$ cat config.mk
export PLATFORM = sky130hd
export DESIGN_NAME = multicycle_ctrl
export DESIGN_NICKNAME = d
export VERILOG_FILES = /design/src/rtl/multicycle_ctrl.sv
export SDC_FILE = /design/constraint.sdc
export NUM_CORES = 1
export LEC_CHECK = 0
export ABC_CLOCK_PERIOD_IN_PS = 6200
export BUFFER_PORTS_ARGS = -buffer_cell sky130_fd_sc_hd__clkbuf_2
export CAP_MARGIN = 20
export CORE_ASPECT_RATIO = 1.2
export CORE_MARGIN = 2
export CORE_UTILIZATION = 50
export CTS_CLUSTER_DIAMETER = 40
export CTS_CLUSTER_SIZE = 10
export DETAILED_ROUTE_END_ITERATION = 10
export GPL_TIMING_DRIVEN = 0
export PLACE_DENSITY_LB_ADDON = 0.25
export SYNTH_ARGS = -nofsm -noshare
export SYNTH_HDL_FRONTEND = slang
export SYNTH_SLANG_ARGS = --single-unit
$ cat constraint.sdc
create_clock -name clk -period 6.2 [get_ports clk]
set_input_delay 1.24 -clock clk [delete_from_list [all_inputs] [get_ports clk]]
set_output_delay 1.24 -clock clk [all_outputs]
set_load 0.1 [all_outputs]
$ cat src/rtl/multicycle_ctrl.sv
// Multi-cycle RV32I control sequencer.
// Steps each instruction through FETCH/DECODE/EXEC/MEM/WB, drives the datapath
// controls and a single shared memory port, counts retired instructions and
// traps on illegal opcodes or memory-handshake timeouts.
module multicycle_ctrl #(
    parameter int TIMEOUT_CYC = 255,
    parameter int CNT_W       = 32
) (
    input  logic             clk,
    input  logic             reset,
    input  logic [31:0]      instr,
    input  logic             zero,
    input  logic             mem_ready,
    output logic             pcwrite,
    output logic             irwrite,
    output logic             memread,
    output logic             memwrite,
    output logic             memtoreg,
    output logic             brtaken,
    output logic             alusrcimm,
    output logic             writesreg,
    output logic             jump,
    output logic [3:0]       alucontrol,
    output logic [31:0]      simm,
    output logic [31:0]      uimm,
    output logic             trap,
    output logic [CNT_W-1:0] instret
);

    typedef enum logic [2:0] {
        S_IDLE,
        S_FETCH,
        S_DECODE,
        S_EXEC,
        S_MEM,
        S_WB,
        S_TRAP
    } state_t;

    localparam logic [6:0] OP_R      = 7'b0110011;
    localparam logic [6:0] OP_I      = 7'b0010011;
    localparam logic [6:0] OP_LOAD   = 7'b0000011;
    localparam logic [6:0] OP_STORE  = 7'b0100011;
    localparam logic [6:0] OP_BRANCH = 7'b1100011;
    localparam logic [6:0] OP_JAL    = 7'b1101111;
    localparam logic [6:0] OP_LUI    = 7'b0110111;

    localparam logic [3:0] ALU_ADD  = 4'd0;
    localparam logic [3:0] ALU_SUB  = 4'd1;
    localparam logic [3:0] ALU_AND  = 4'd2;
    localparam logic [3:0] ALU_OR   = 4'd3;
    localparam logic [3:0] ALU_XOR  = 4'd4;
    localparam logic [3:0] ALU_SLL  = 4'd5;
    localparam logic [3:0] ALU_SRL  = 4'd6;
    localparam logic [3:0] ALU_SRA  = 4'd7;
    localparam logic [3:0] ALU_SLT  = 4'd8;
    localparam logic [3:0] ALU_SLTU = 4'd9;

    // Wait counter holds 0..TIMEOUT_CYC-1; the last value is the final allowed wait cycle.
    localparam int                TMO_W    = (TIMEOUT_CYC > 1) ? $clog2(TIMEOUT_CYC) : 1;
    localparam logic [TMO_W-1:0]  TMO_LAST = TMO_W'(TIMEOUT_CYC - 1);

    // ---------------------------------------------------------------------
    // Instruction decode (IR is stable from DECODE onwards)
    // ---------------------------------------------------------------------
    logic [6:0] opcode;
    logic [2:0] funct3;
    logic       alt;
    logic       is_r, is_i, is_load, is_store, is_branch, is_jal, is_lui, is_legal;

    assign opcode    = instr[6:0];
    assign funct3    = instr[14:12];
    assign alt       = instr[30];
    assign is_r      = (opcode == OP_R);
    assign is_i      = (opcode == OP_I);
    assign is_load   = (opcode == OP_LOAD);
    assign is_store  = (opcode == OP_STORE);
    assign is_branch = (opcode == OP_BRANCH);
    assign is_jal    = (opcode == OP_JAL);
    assign is_lui    = (opcode == OP_LUI);
    assign is_legal  = is_r | is_i | is_load | is_store | is_branch | is_jal | is_lui;

    logic [3:0]  alu_sel;
    logic [31:0] imm_sel;

    // ALU operation from opcode/funct3/funct7[5]; immediate ALU ops never yield SUB.
    always_comb begin
        // NOTE: every always_comb output gets a default first so no path can infer a latch.
        alu_sel = ALU_ADD;
        if (is_r || is_i) begin
            case (funct3)
                3'b000:  alu_sel = (is_r && alt) ? ALU_SUB : ALU_ADD;
                3'b001:  alu_sel = ALU_SLL;
                3'b010:  alu_sel = ALU_SLT;
                3'b011:  alu_sel = ALU_SLTU;
                3'b100:  alu_sel = ALU_XOR;
                3'b101:  alu_sel = alt ? ALU_SRA : ALU_SRL;
                3'b110:  alu_sel = ALU_OR;
                default: alu_sel = ALU_AND;
            endcase
        end else if (is_branch) begin
            alu_sel = ALU_SUB;
        end
    end

    // Sign-extended immediate in the I/S/B/J layout selected by the opcode.
    always_comb begin
        imm_sel = '0;
        if (is_i || is_load) begin
            imm_sel = {{20{instr[31]}}, instr[31:20]};
        end else if (is_store) begin
            imm_sel = {{20{instr[31]}}, instr[31:25], instr[11:7]};
        end else if (is_branch) begin
            imm_sel = {{19{instr[31]}}, instr[31], instr[7], instr[30:25], instr[11:8], 1'b0};
        end else if (is_jal) begin
            imm_sel = {{11{instr[31]}}, instr[31], instr[19:12], instr[20], instr[30:21], 1'b0};
        end
    end

    // ---------------------------------------------------------------------
    // Sequencer state and registered controls
    // ---------------------------------------------------------------------
    state_t            state_q, state_d;
    logic [TMO_W-1:0]  tmo_q, tmo_d;
    logic              memread_q, memread_d;
    logic              memwrite_q, memwrite_d;
    logic              memtoreg_q, memtoreg_d;
    logic              alusrcimm_q, alusrcimm_d;
    logic              writesreg_q, writesreg_d;
    logic              jump_q, jump_d;
    logic              pcwrite_q, pcwrite_d;
    logic              br_q, br_d;
    logic              trap_q, trap_d;
    logic [CNT_W-1:0]  instret_q, instret_d;
    logic              wait_expired;

    assign wait_expired = (TIMEOUT_CYC != 0) && (tmo_q == TMO_LAST);

    // Next state plus the control values that belong to that next state.
    always_comb begin
        state_d     = state_q;
        tmo_d       = tmo_q;
        memread_d   = 1'b0;
        memwrite_d  = 1'b0;
        memtoreg_d  = 1'b0;
        alusrcimm_d = 1'b0;
        writesreg_d = 1'b0;
        jump_d      = 1'b0;
        pcwrite_d   = 1'b0;
        br_d        = 1'b0;
        trap_d      = trap_q;

        case (state_q)
            S_IDLE: begin
                state_d   = S_FETCH;
                memread_d = 1'b1;
                tmo_d     = '0;
            end
            S_FETCH: begin
                if (mem_ready) begin
                    state_d = S_DECODE;
                end else if (wait_expired) begin
                    state_d = S_TRAP;
                    trap_d  = 1'b1;
                end else begin
                    memread_d = 1'b1;
                    tmo_d     = tmo_q + TMO_W'(1);
                end
            end
            S_DECODE: begin
                state_d     = S_EXEC;
                alusrcimm_d = is_i | is_load | is_store;
                pcwrite_d   = is_branch;
                br_d        = is_branch;
                jump_d      = is_jal;
            end
            S_EXEC: begin
                if (is_r || is_i || is_lui || is_jal) begin
                    state_d     = S_WB;
                    writesreg_d = 1'b1;
                    pcwrite_d   = 1'b1;
                    jump_d      = is_jal;
                end else if (is_load || is_store) begin
                    state_d    = S_MEM;
                    memread_d  = is_load;
                    memwrite_d = is_store;
                    tmo_d      = '0;
                end else if (is_branch) begin
                    state_d   = S_FETCH;
                    memread_d = 1'b1;
                    tmo_d     = '0;
                end else begin
                    state_d = S_TRAP;
                    trap_d  = 1'b1;
                end
            end
            S_MEM: begin
                if (mem_ready) begin
                    if (is_store) begin
                        state_d   = S_FETCH;
                        memread_d = 1'b1;
                        tmo_d     = '0;
                    end else begin
                        state_d     = S_WB;
                        writesreg_d = 1'b1;
                        pcwrite_d   = 1'b1;
                        memtoreg_d  = 1'b1;
                    end
                end else if (wait_expired) begin
                    state_d = S_TRAP;
                    trap_d  = 1'b1;
                end else begin
                    memread_d  = memread_q;
                    memwrite_d = memwrite_q;
                    tmo_d      = tmo_q + TMO_W'(1);
                end
            end
            S_WB: begin
                state_d   = S_FETCH;
                memread_d = 1'b1;
                tmo_d     = '0;
            end
            default: begin
                state_d = S_TRAP;
                trap_d  = 1'b1;
            end
        endcase
    end

    // Retirement counter advances on every PC write and wraps naturally.
    assign instret_d = instret_q + CNT_W'(pcwrite);

    // Single register bank for state, controls and counters; reset clears everything.
    always_ff @(posedge clk or negedge reset) begin
        if (!reset) begin
            state_q     <= S_IDLE;
            tmo_q       <= '0;
            memread_q   <= 1'b0;
            memwrite_q  <= 1'b0;
            memtoreg_q  <= 1'b0;
            alusrcimm_q <= 1'b0;
            writesreg_q <= 1'b0;
            jump_q      <= 1'b0;
            pcwrite_q   <= 1'b0;
            br_q        <= 1'b0;
            trap_q      <= 1'b0;
            instret_q   <= '0;
        end else begin
            // NOTE: non-blocking assignments so every flop samples pre-edge values.
            state_q     <= state_d;
            tmo_q       <= tmo_d;
            memread_q   <= memread_d;
            memwrite_q  <= memwrite_d;
            memtoreg_q  <= memtoreg_d;
            alusrcimm_q <= alusrcimm_d;
            writesreg_q <= writesreg_d;
            jump_q      <= jump_d;
            pcwrite_q   <= pcwrite_d;
            br_q        <= br_d;
            trap_q      <= trap_d;
            instret_q   <= instret_d;
        end
    end

    // ---------------------------------------------------------------------
    // Outputs
    // ---------------------------------------------------------------------
    logic dec_vld;

    assign dec_vld = (state_q == S_DECODE) || (state_q == S_EXEC) ||
                     (state_q == S_MEM)    || (state_q == S_WB);

    // Handshake-dependent enables must follow mem_ready/zero within the same cycle,
    // so they are gated combinationally from registered qualifiers.
    assign irwrite    = (state_q == S_FETCH) & mem_ready;
    assign pcwrite    = pcwrite_q | ((state_q == S_MEM) & memwrite_q & mem_ready);
    assign brtaken    = br_q & (zero ^ instr[12]);

    assign memread    = memread_q;
    assign memwrite   = memwrite_q;
    assign memtoreg   = memtoreg_q;
    assign alusrcimm  = alusrcimm_q;
    assign writesreg  = writesreg_q;
    assign jump       = jump_q;
    assign trap       = trap_q;
    assign instret    = instret_q;

    assign alucontrol = dec_vld ? alu_sel : '0;
    assign simm       = dec_vld ? imm_sel : '0;
    assign uimm       = dec_vld ? {instr[31:12], 12'b0} : '0;

endmodule
## Word-level counts from Yosys, hierarchy flattened

Cells that the tools add are included.

- Add/sub/neg operators: 2
- $mul: 0
- Divide/modulo/power cells: 0
- Magnitude comparators: 0
- Equality and inequality tests: 28
- Shifts and indexed selects: 0
- Muxes and demuxes: 57
- Bitwise logic cells: 9
- Reductions and logical operators: 17

Operator list:

| kind | number |
|---|---|
| 32-bit two-way mux | 6 |
| 8-bit two-way mux | 7 |
| 32-bit by 1-bit adder with 32-bit output | 1 |
| 8-bit case mux with 4 select lines | 1 |
| 4-bit case mux with 7 select lines | 1 |
| 1-bit two-way mux | 26 |
| 7-bit by 6-bit equality test with 1-bit output, second input constant | 3 |
| 3-bit two-way mux | 7 |
| 3-bit equality test, second input constant | 5 |
| 3-bit case mux with 5 select lines | 1 |
| 7-bit equality test, second input constant | 2 |
| 3-bit by 2-bit equality test with 1-bit output, second input constant | 4 |
| 2-bit != test, second input constant | 5 |
| 3-bit != test, second input constant | 3 |
| 8-bit by 1-bit adder with 8-bit output, second input constant | 1 |
| 8-bit equality test, second input constant | 1 |
| 1-bit logical OR | 8 |
| 4-bit two-way mux | 2 |
| 7-bit by 2-bit equality test with 1-bit output, second input constant | 1 |
| 7-bit by 5-bit equality test with 1-bit output, second input constant | 1 |
| 3-bit by 1-bit equality test with 1-bit output, second input constant | 2 |
| 3-bit zero test | 2 |
| 1-bit case mux with 2 select lines | 3 |
| 1-bit case mux with 3 select lines | 2 |
| 12 further kinds | 18 |

- Bits in registers: 52
- Latch bits: 0
- Memory bits (writable): 0
- ROM bits: 0
- Input port bits: 36
- Output and inout port bits: 110
- Word-level logic and storage cells: 125
- Memories: 0

## Longest topological paths before layout

Gate-level depths: netlist (run 1).

- Word-level depth: 6
- Depth in mapped cells: 11
- Mapped depth without buffers: 10

## Worst setup path before layout (run 1)

Ideal clock, no wire load.

- Path kind: input to output
- Start point: input instr[6]
- End point: output simm[21]
- Arrival time: 4.470 ns
- Data required time: 4.960 ns
- Setup slack: 0.490 ns
- Stages: 6
- Path buffers: 2
- Path through: buf_4 or2_2 o21ai_0 nor2_1 nor2b_1 buf_4

- Longest elaborated chain between the ends: 6
- Elaborated cells on any way between the ends: 11
- Classes of those cells: eq/ne (5); mux (5); reduce/logical (1)

Ends and longest elaborated chain:

| item | RTL line | source |
|---|---|---|
| start: declaration | 11 | `input logic [31:0] instr,` |
| 7-bit equality test | 79 | `assign is_jal = (opcode == OP_JAL);` |
| 32-bit two-way mux | 115 | `end else if (is_jal) begin` |
| 32-bit two-way mux | 113 | `end else if (is_branch) begin` |
| 32-bit two-way mux | 111 | `end else if (is_store) begin` |
| 32-bit two-way mux * | 109 | `if (is_i \|\| is_load) begin` |
| 32-bit two-way mux * | 289 | `assign simm = dec_vld ? imm_sel : '0;` |
| end: declaration | 24 | `output logic [31:0] simm,` |

Every way passes the cells marked *; elsewhere a longest branch is shown, timed or not.

## Final worst setup path (run 1)

- Start point: input instr[6]
- End point: output simm[30]

The elaborated chain is that of the path after synthesis.

==> results of run 1 <==
==> synth_stat cells, drive strengths merged (2+ instances only) <==
library cell / number / area (sq um)
and4: 4 / 35.03
a211oi: 2 / 15.01
a21oi: 14 / 77.58
nor4: 3 / 55.05
and2: 24 / 150.1
o21ai: 6 / 33.78
nand3: 16 / 80.08
inv: 11 / 41.29
nor3: 10 / 60.06
o21a: 7 / 52.55
nand2: 29 / 108.9
nand2b: 9 / 58.81
a22oi: 5 / 37.54
and3: 5 / 31.28
nor3b: 3 / 22.52
nand4: 13 / 100.1
nor2: 35 / 131.4
nor2b: 9 / 56.30
a31oi: 5 / 31.28
mux2: 6 / 90.09
clkbuf: 5 / 18.77
dfrtp: 52 / 1301
xnor2: 24 / 210.2
a21o: 2 / 15.01
or2: 2 / 12.51
o21bai: 2 / 18.77
ha: 4 / 50.05
xor2: 12 / 105.1
buf: 29 / 220.2
==> placed cells by master (no fill, tap or decap), drive strengths merged, types with 13 or more instances in the layout <==
cell type / synthesis / final
a21oi: 14 / 14
and2: 24 / 24
buf: 29 / 30
clkbuf: 5 / 143
dfrtp: 52 / 52
nand2: 29 / 29
nand3: 16 / 16
nand4: 13 / 13
nor2: 35 / 35
xnor2: 24 / 24
==> cells by family after synthesis <==
group,after synthesis,share of synthesized area
buffers and inverters,45,0.08349
other,1,0.001117
flip-flops,52,0.3876
multiplexers,6,0.02684
AO/OA/AOI/OAI,53,0.1155
XOR/XNOR,36,0.09392
adder cells (fa/ha/maj),4,0.01491
AND/OR/NAND/NOR,165,0.2766
==> routing by layer <==
layer | vias to the layer above | wire [microns] | global-route usage
met1 | 1428 | 3043 | 0.2322
li1 | 1517 | - | -
met4 | 0 | 139 | 0.06433
met2 | 119 | 4447 | 0.4444
met5 | - | 0 | 0
met3 | 12 | 461 | 0.03654
==> final cells by class <==
cell class / count / area, sq um
fillers: 540 / 2140
repair buffers: 133 / 680.7
inverters: 11 / 41.29
clock buffers: 6 / 82.58
plain buffers: 34 / 239.0
well taps: 85 / 106.4
clock inverters: 2 / 38.79
multi-input cells: 276 / 1817
flip-flops and latches: 52 / 1301
==> registers in the layout, summed over array words and instances, names as in the netlist <==
| name | cells |
|---|---|
| writesreg | 1 |
| state_q | 3 |
| trap | 1 |
| pcwrite_q | 1 |
| memtoreg | 1 |
| jump | 1 |
| br_q | 1 |
| alusrcimm | 1 |
| tmo_q | 8 |
| memread | 1 |
| instret | 32 |
| memwrite | 1 |
==> through the flow <==
stage,instances,power (W)
2_1_floorplan,373,0.0009586
3_3_place_gp,590,0.001061
3_5_place_dp,591,0.001073
4_1_cts,599,0.001317
5_1_grt,599,0.001375
6_report,599,0.001311
==> report_power, final <==
group / internal, W / leakage, nW / switching [W]
Sequential: 0.000373 / 0.689 / 0.0000395
Combinational: 0.000147 / 1.49 / 0.000509
Clock: 0.000132 / 0.0614 / 0.000111
==> worst min path at each step <==
stage / from / to / slack, ns / cells after the start
CTS: instret[31] / instret[31] / 0.50 / 1
detailed placement: trap / trap / 0.47 / 1
global placement: instret[31] / instret[31] / 0.46 / 1
finish: trap / trap / 0.49 / 1
floorplan: state_q[0] / alusrcimm / 0.52 / 2
global route: instret[31] / instret[31] / 0.50 / 1
==> worst max-delay path: cells and delay by family <==
family          cells  cell delay, ns
compound gates      1            0.50
buf+inv             4            0.91
simple gates        3            1.21
==> results.cfg, run 1 <==
[setup_path]
ff2ff_path_depth = 11
rrSetupSlack_ns = 3.12
r2r_start = state_q[1]
crit_path_end = simm[30]
cp-end-kind = output port
worstSetupStartpointType = primary input
cp-startpoint = instr[6]
worst_r2r_endpoint = instret[30]
worstPathArrival_ns = 3.86
crit_type = primary input to output port
max_stage_delay_ns = 0.64
crit_chain = clkbuf_2, buf_4, or2_2, o21ai_0, nor2_1, nor2b_1, buf_4, clkbuf_2
cp_max_fo = 12
cp_data_required_time_ns = 4.96
crit_slowest_cell = nor2b_1

[run]
cap_viol_max_count = 0

[sta]
whs_ns = 0.4909
period_needed_ns = 5.105
setup-violations-final = 0
fin_ws_ns = 1.095
finClkSkew_ns = 0.009770
slew_viol_final = 0
fin_setup_tns_ns = 0
max_freq_mhz = 195.9
relSlewSlack = 0.4222
worst_pin_slew_ns = 0.8606
hold_viol_final = 0
grt_setup_unrepaired = no
fin_crit_sh = 0.8234

[cts]
clk_pin_slew_worst_paths_ns = 0.09
cts_max_level = 2
postCtsSetupBuffers = 0
cts_root_buf = clkbuf_8
cts_num_sinks = 52
cts_resized = 0
cts_tree = built
clkLatencyLatePin_ns = 0.30
clock_path_buffers = 2
cts_buffers = 5
cts-hold-fix-buffers = 0

[drt]
vias = 3076
wl_per_cell_microns = 13.51
drc = 0
viasPerCell = 5.135
drt_iter0_drc = 123
firstDrtPassIters = 5
drt-total-wl_mm = 8.091
antenna_violating_nets_post_route = 0

[synth]
ys.flop_type = dfrtp_1
syn_avg_cell_area_sq_um = 9.273
seq_area_frac_synth = 0.3876
synth_edf_count = 0
synthCells = 362
yosys_warnings = 0
synth_area_sq_mm = 0.003357
synth.distinct_cells = 53
synth_async_sr_flop_share = 1.000
synth_seq_cells = 52

[floorplanning]
fp-row-count = 32
initial_core_util = 0.5208
core_area_sq_mm = 0.006446
die_x_microns = 78.80
fp.dieArea_sq_mm = 0.007388
io_pins = 146
die_h_microns = 93.76

[place]
gp_congestion = 0.8903
port_buffers = 132
placed_cell_area_sq_mm = 0.004185
dp_slack_ns = 1.111
dpl.hpwl_mm = 6.573

[global_routing]
grtUsageTotal = 0.2219
grt_overflow_total = 0
grt_pass1_wl_mm = 13.35
grt_max_degree = 37
antenna_found_initial = 0
grt_pass1_vias = 3012

[pwr]
p_leak_nw = 2.240
peakVddDrop_mv = 0.3225
p_per_area_mw_per_mm2 = 304.5

[finish]
final_area_sq_mm = 0.004307
antennaDiodeCount = 0
nNetsFinal = 553
area_growth_pct = 28.29
fin_util = 0.6681
drive_gt1_frac = 0.3774

[run_status]
status = completed

[min_path]
hp-class = flop to flop
No activity file was read; power rests on OpenSTA's default activity.
==> run 2: changes to the inputs <==
Settings changed: ABC_CLOCK_PERIOD_IN_PS 6200 to 4470, CORE_UTILIZATION 50 to 44.
Clock period 6.2 ns to 4.47 ns, I/O delays scaled along.
==> run 2 against run 1 <==
Effect of this change: final area decreased by 0.20%; via count shrank 0.78%; hold slack got worse by 0.016 ns; count of clock-buffer cells in the layout increased by 1; sequential power is 39% higher; utilization fell by 8.1 points; combinational power increased by 40%; sequential cell count unchanged; clock power grew 14%; critical endpoint is now simm[21]; largest cell class unchanged; largest power group unchanged.
==> results.cfg, run 2 (synthesis results as in run 1) <==
[sta]
max_freq_mhz = 245.6
setup-violations-final = 0
period_needed_ns = 4.071
relSlewSlack = 0.4585
finClkSkew_ns = 0.009181
hold_viol_final = 0
slew_viol_final = 0
fin_crit_sh = 0.9107
whs_ns = 0.4749
worst_pin_slew_ns = 0.8064
fin_setup_tns_ns = 0
grt_setup_unrepaired = no

[drt]
viasPerCell = 5.053
routed-wl-met2_mm = 4.133
vias = 3052
met1Wirelength_mm = 3.479
wl_per_cell_microns = 13.49
drt_iter0_drc = 87
routed.top_layer = met4
dr_wl_met3_microns = 474
antenna_violating_nets_post_route = 0
firstDrtPassIters = 4
drc = 0
drt-total-wl_mm = 8.145

[setup_path]
crit_family = simple AND/OR/NAND/NOR gates
cp-end-kind = output port
cp_data_required_time_ns = 3.58
max_stage_delay_ns = 0.45
crit_chain = clkbuf_2, buf_4, or2_2, o21ai_0, nor2_1, nor2b_2, buf_4, clkbuf_2
worstSetupStartpointType = primary input
crit_slowest_cell = o21ai_0
rrSetupSlack_ns = 1.35
crit_type = primary input to output port
crit_buf_inv = 4
cp_max_fo = 12
worstPathArrival_ns = 3.18

[floorplanning]
initial_core_util = 0.4588
die_x_microns = 83.74
io_pins = 146
die_h_microns = 99.69
core_area_sq_mm = 0.007317
fp.dieArea_sq_mm = 0.008347
fp-row-count = 34

[finish]
drive_gt1_frac = 0.3813
mostFrequentLayoutCell = clkbuf_2
final_cell_mix = clkbuf_2 (132), dfrtp_1 (52), nor2_1 (35)
largest_register_ffs = 32
nNetsFinal = 553
fin_cells = 604
final_area_sq_mm = 0.004298
area_growth_pct = 28.03
antennaDiodeCount = 0

[pwr]
p_comb_frac = 0.519
p_per_area_mw_per_mm2 = 410.5
peakVddDrop_mv = 0.4623
p_clk_frac = 0.157
power_switching_w = 0.0009169
sw_frac_of_total = 0.5197
internal-power_w = 0.0008473
p_seq_frac = 0.324
p_leak_nw = 2.225

[cts]
cts_num_sinks = 52
postCtsSetupBuffers = 0
clk_pin_slew_worst_paths_ns = 0.09
clkLatencyLatePin_ns = 0.30
cts_tree = built
cts_buffers = 5
cts_max_level = 2
cts_root_buf = clkbuf_8
cts-hold-fix-buffers = 0
clock_path_buffers = 2
cts_resized = 0

[global_routing]
grt_max_degree = 32
grt_pass1_wl_mm = 13.79
grt_overflow_total = 0
antenna_found_initial = 0
grt_pass1_vias = 2944
grtUsageTotal = 0.1987

[place]
placed_cell_area_sq_mm = 0.004204
port_buffers = 132
dpl.hpwl_mm = 6.478
dp.cells = 596
gp_congestion = 0.8826

[run]
cap_viol_max_count = 0

[min_path]
hp-class = flop to flop

[run_status]
status = completed
run 2: cell count changes in the layout (fill, tap and decap cells not counted), sizes merged:
cell / before / now
bufinv: 1 / 0
clkbuf: 143 / 144
clkinv: 1 / 0
clkinvlp: 0 / 1
run 2: metal layers:
metal,vias to the layer above,track usage
li1,1512,-
met1,1422,0.2518
met2,114,0.3588
met3,4,0.02905
met4,0,0.04467
met5,-,0
run 2: worst paths after layout:
check / cells past startpoint / endpoint / start
setup / recovery: 8 / simm[21] / instr[6]
hold / removal: 1 / instret[31] / instret[31]
setup reg to reg: 11 / instret[30] / state_q[1]
hold reg to reg: 1 / instret[31] / instret[31]
max in group asynchronous: 2 / instret[6] / reset
min in group asynchronous: 1 / instret[9] / reset
run 2: layout make-up:
cell class | count | area [sq um]
plain buffers | 34 | 239.0
clock buffers | 7 | 86.33
clock inverters | 1 | 7.507
fillers | 666 | 3019
inverters | 11 | 41.29
multi-input cells | 276 | 1829
flip-flops and latches | 52 | 1301
well taps | 90 | 112.6
repair buffers | 133 | 680.7
run 2: power by group through the flow:
stage / clock, W / combinational (W) / sequential (W)
finish: 0.000277 / 0.000915 / 0.000571
global route: 0.000308 / 0.000969 / 0.000582
CTS: 0.000286 / 0.000920 / 0.000570
detailed placement: 0 / 0.000918 / 0.000578
global placement: 0 / 0.000904 / 0.000577
floorplan: 0 / 0.000692 / 0.000638
run 2: through the flow:
step,total power [W],setup WS [ns],utilization
floorplan,0.001330,0.05354,-
global placement,0.001481,0.3705,0.5718
detailed placement,0.001496,0.3889,0.5746
CTS,0.001776,0.3838,0.5874
global route,0.001860,0.08733,0.5874
finish,0.001764,0.3990,0.5874
==> run 3: changes to the inputs <==
Settings changed: MAX_ROUTING_LAYER from default to met4.
==> run 3 against run 2 <==
Effect of this change: fmax is 0.31% lower; count of clock-buffer cells in the layout stayed put; sequential power is essentially flat; global-route usage rose by 0.57 points; sequential cell count did not move; via count grew 0.69%.
==> results.cfg, run 3 (synthesis results as in run 1) <==
[run_status]
status = completed

[sta]
slew_viol_final = 0
relSlewSlack = 0.4593
period_needed_ns = 4.084
setup-violations-final = 0
worst_pin_slew_ns = 0.8052
hold_viol_final = 0
fin_crit_sh = 0.9136
grt_setup_unrepaired = no
max_freq_mhz = 244.9
finClkSkew_ns = 0.005178
fin_setup_tns_ns = 0

[cts]
clock_path_buffers = 2
clkLatencyLatePin_ns = 0.30
cts_buffers = 5
cts_tree = built
cts_max_level = 2
cts_num_sinks = 52
clk_pin_slew_worst_paths_ns = 0.09
cts-hold-fix-buffers = 0
cts_resized = 0
postCtsSetupBuffers = 0
cts_root_buf = clkbuf_8

[setup_path]
cp_data_required_time_ns = 3.58
worstSetupStartpointType = primary input
crit_buf_inv = 4
worstSetupPathDepth = 8
cp-startpoint = instr[6]
worstPathArrival_ns = 3.19
crit_slowest_cell = o21ai_0
ff2ff_path_depth = 11
crit_type = primary input to output port
crit_family = simple AND/OR/NAND/NOR gates
crit_path_end = simm[25]
worst_r2r_endpoint = instret[30]
crit_chain = clkbuf_2, buf_4, or2_2, o21ai_0, nor2_1, nor2b_2, buf_4, clkbuf_2
r2r_start = state_q[1]
cp_max_fo = 12
cp-end-kind = output port
rrSetupSlack_ns = 1.40
max_stage_delay_ns = 0.45

[floorplanning]
fp-row-count = 34
initial_core_util = 0.4588
die_h_microns = 99.69
core_area_sq_mm = 0.007317
fp.dieArea_sq_mm = 0.008347
io_pins = 146
die_x_microns = 83.74

[finish]
largest_register_ffs = 32
multi_input_area_sq_mm = 0.001829
mostFrequentLayoutCell = clkbuf_2
fillers = 666
final_area_sq_mm = 0.004298
area_growth_pct = 28.03
drive_gt1_frac = 0.3813
final_cell_mix = clkbuf_2 (132), dfrtp_1 (52), nor2_1 (35)
antennaDiodeCount = 0
fin_util = 0.5874
nNetsFinal = 553
register_area_sq_mm = 0.001301

[pwr]
p_per_area_mw_per_mm2 = 410.2
internal-power_w = 0.0008473
sw_frac_of_total = 0.5194
p_clk_frac = 0.156
power_switching_w = 0.0009159
peakVddDrop_mv = 0.4623
p_comb_frac = 0.520
p_seq_frac = 0.324
p_leak_nw = 2.225

[min_path]
hp-class = flop to flop
hold_depth = 1

[place]
placed_cell_area_sq_mm = 0.004204
dpl.hpwl_mm = 6.478
gp_congestion = 0.8973
port_buffers = 132

[drt]
drc = 0
drt-total-wl_mm = 8.161
firstDrtPassIters = 4
vias = 3073
drt_iter0_drc = 84
antenna_violating_nets_post_route = 0
viasPerCell = 5.088
wl_per_cell_microns = 13.51

[global_routing]
grt_max_degree = 32
antenna_found_initial = 0
grt_pass1_wl_mm = 13.78
grtUsageTotal = 0.2045
grt_overflow_total = 0
grt_pass1_vias = 2947

[run]
cap_viol_max_count = 0
run 3: cell counts in the layout (fill, tap and decap cells not counted):
No cell type changed its count.
run 3: metrics by stage:
stage | setup WS [ns] | std cells | total power (W) | hold WS (ns)
after floorplan | 0.05354 | 373 | 0.001330 | 0.5246
after global placement | 0.3705 | 595 | 0.001481 | 0.4562
after detailed placement | 0.3889 | 596 | 0.001496 | 0.4575
after CTS | 0.3838 | 604 | 0.001776 | 0.4744
after global routing | 0.08733 | 604 | 0.001859 | 0.5100
final | 0.3864 | 604 | 0.001763 | 0.4748
run 3: final cells by class:
class                      instances  area share
inverter                          11    0.009607
timing repair buffer             133      0.1584
buffer                            34     0.05560
tap                               90     0.02620
sequential                        52      0.3028
clock buffer                       7     0.02009
multi-input combinational        276      0.4256
clock inverter                     1    0.001747
run 3: routing by layer:
metal | vias to the layer above | part of all wire | GRT usage
met2 | 128 | 0.51 | 0.3582
met5 | - | 0 | -
met1 | 1430 | 0.42 | 0.2539
met3 | 4 | 0.061 | 0.02573
li1 | 1511 | - | -
met4 | 0 | 0.0072 | 0.04467
run 3: worst min-delay path by stage:
| stage | startpoint | end | slack, ns |
|---|---|---|---|
| global route | instret[28] | instret[28] | 0.51 |
| floorplan | state_q[0] | alusrcimm | 0.52 |
| detailed placement | instret[31] | instret[31] | 0.46 |
| global placement | instret[31] | instret[31] | 0.46 |
| CTS | instret[31] | instret[31] | 0.47 |
| finish | instret[31] | instret[31] | 0.47 |
run 3: power groups by stage:
| stage | sequential, W | combinational (W) | clock (W) |
|---|---|---|---|
| 4_1_cts | 0.000570 | 0.000920 | 0.000286 |
| 5_1_grt | 0.000582 | 0.000969 | 0.000308 |
| 2_1_floorplan | 0.000638 | 0.000692 | 0 |
| 3_5_place_dp | 0.000578 | 0.000918 | 0 |
| 3_3_place_gp | 0.000577 | 0.000904 | 0 |
| 6_report | 0.000571 | 0.000916 | 0.000276 |
run 3: worst reg2reg max path: cells and delay by family, from the launching register on:
family / cells / cell delay [ns]
simple gates: 5 / 1.54
fa+ha+maj: 2 / 0.48
flops: 1 / 0.37
buf+inv: 2 / 0.27
xor+xnor: 1 / 0.18
compound gates: 1 / 0.17
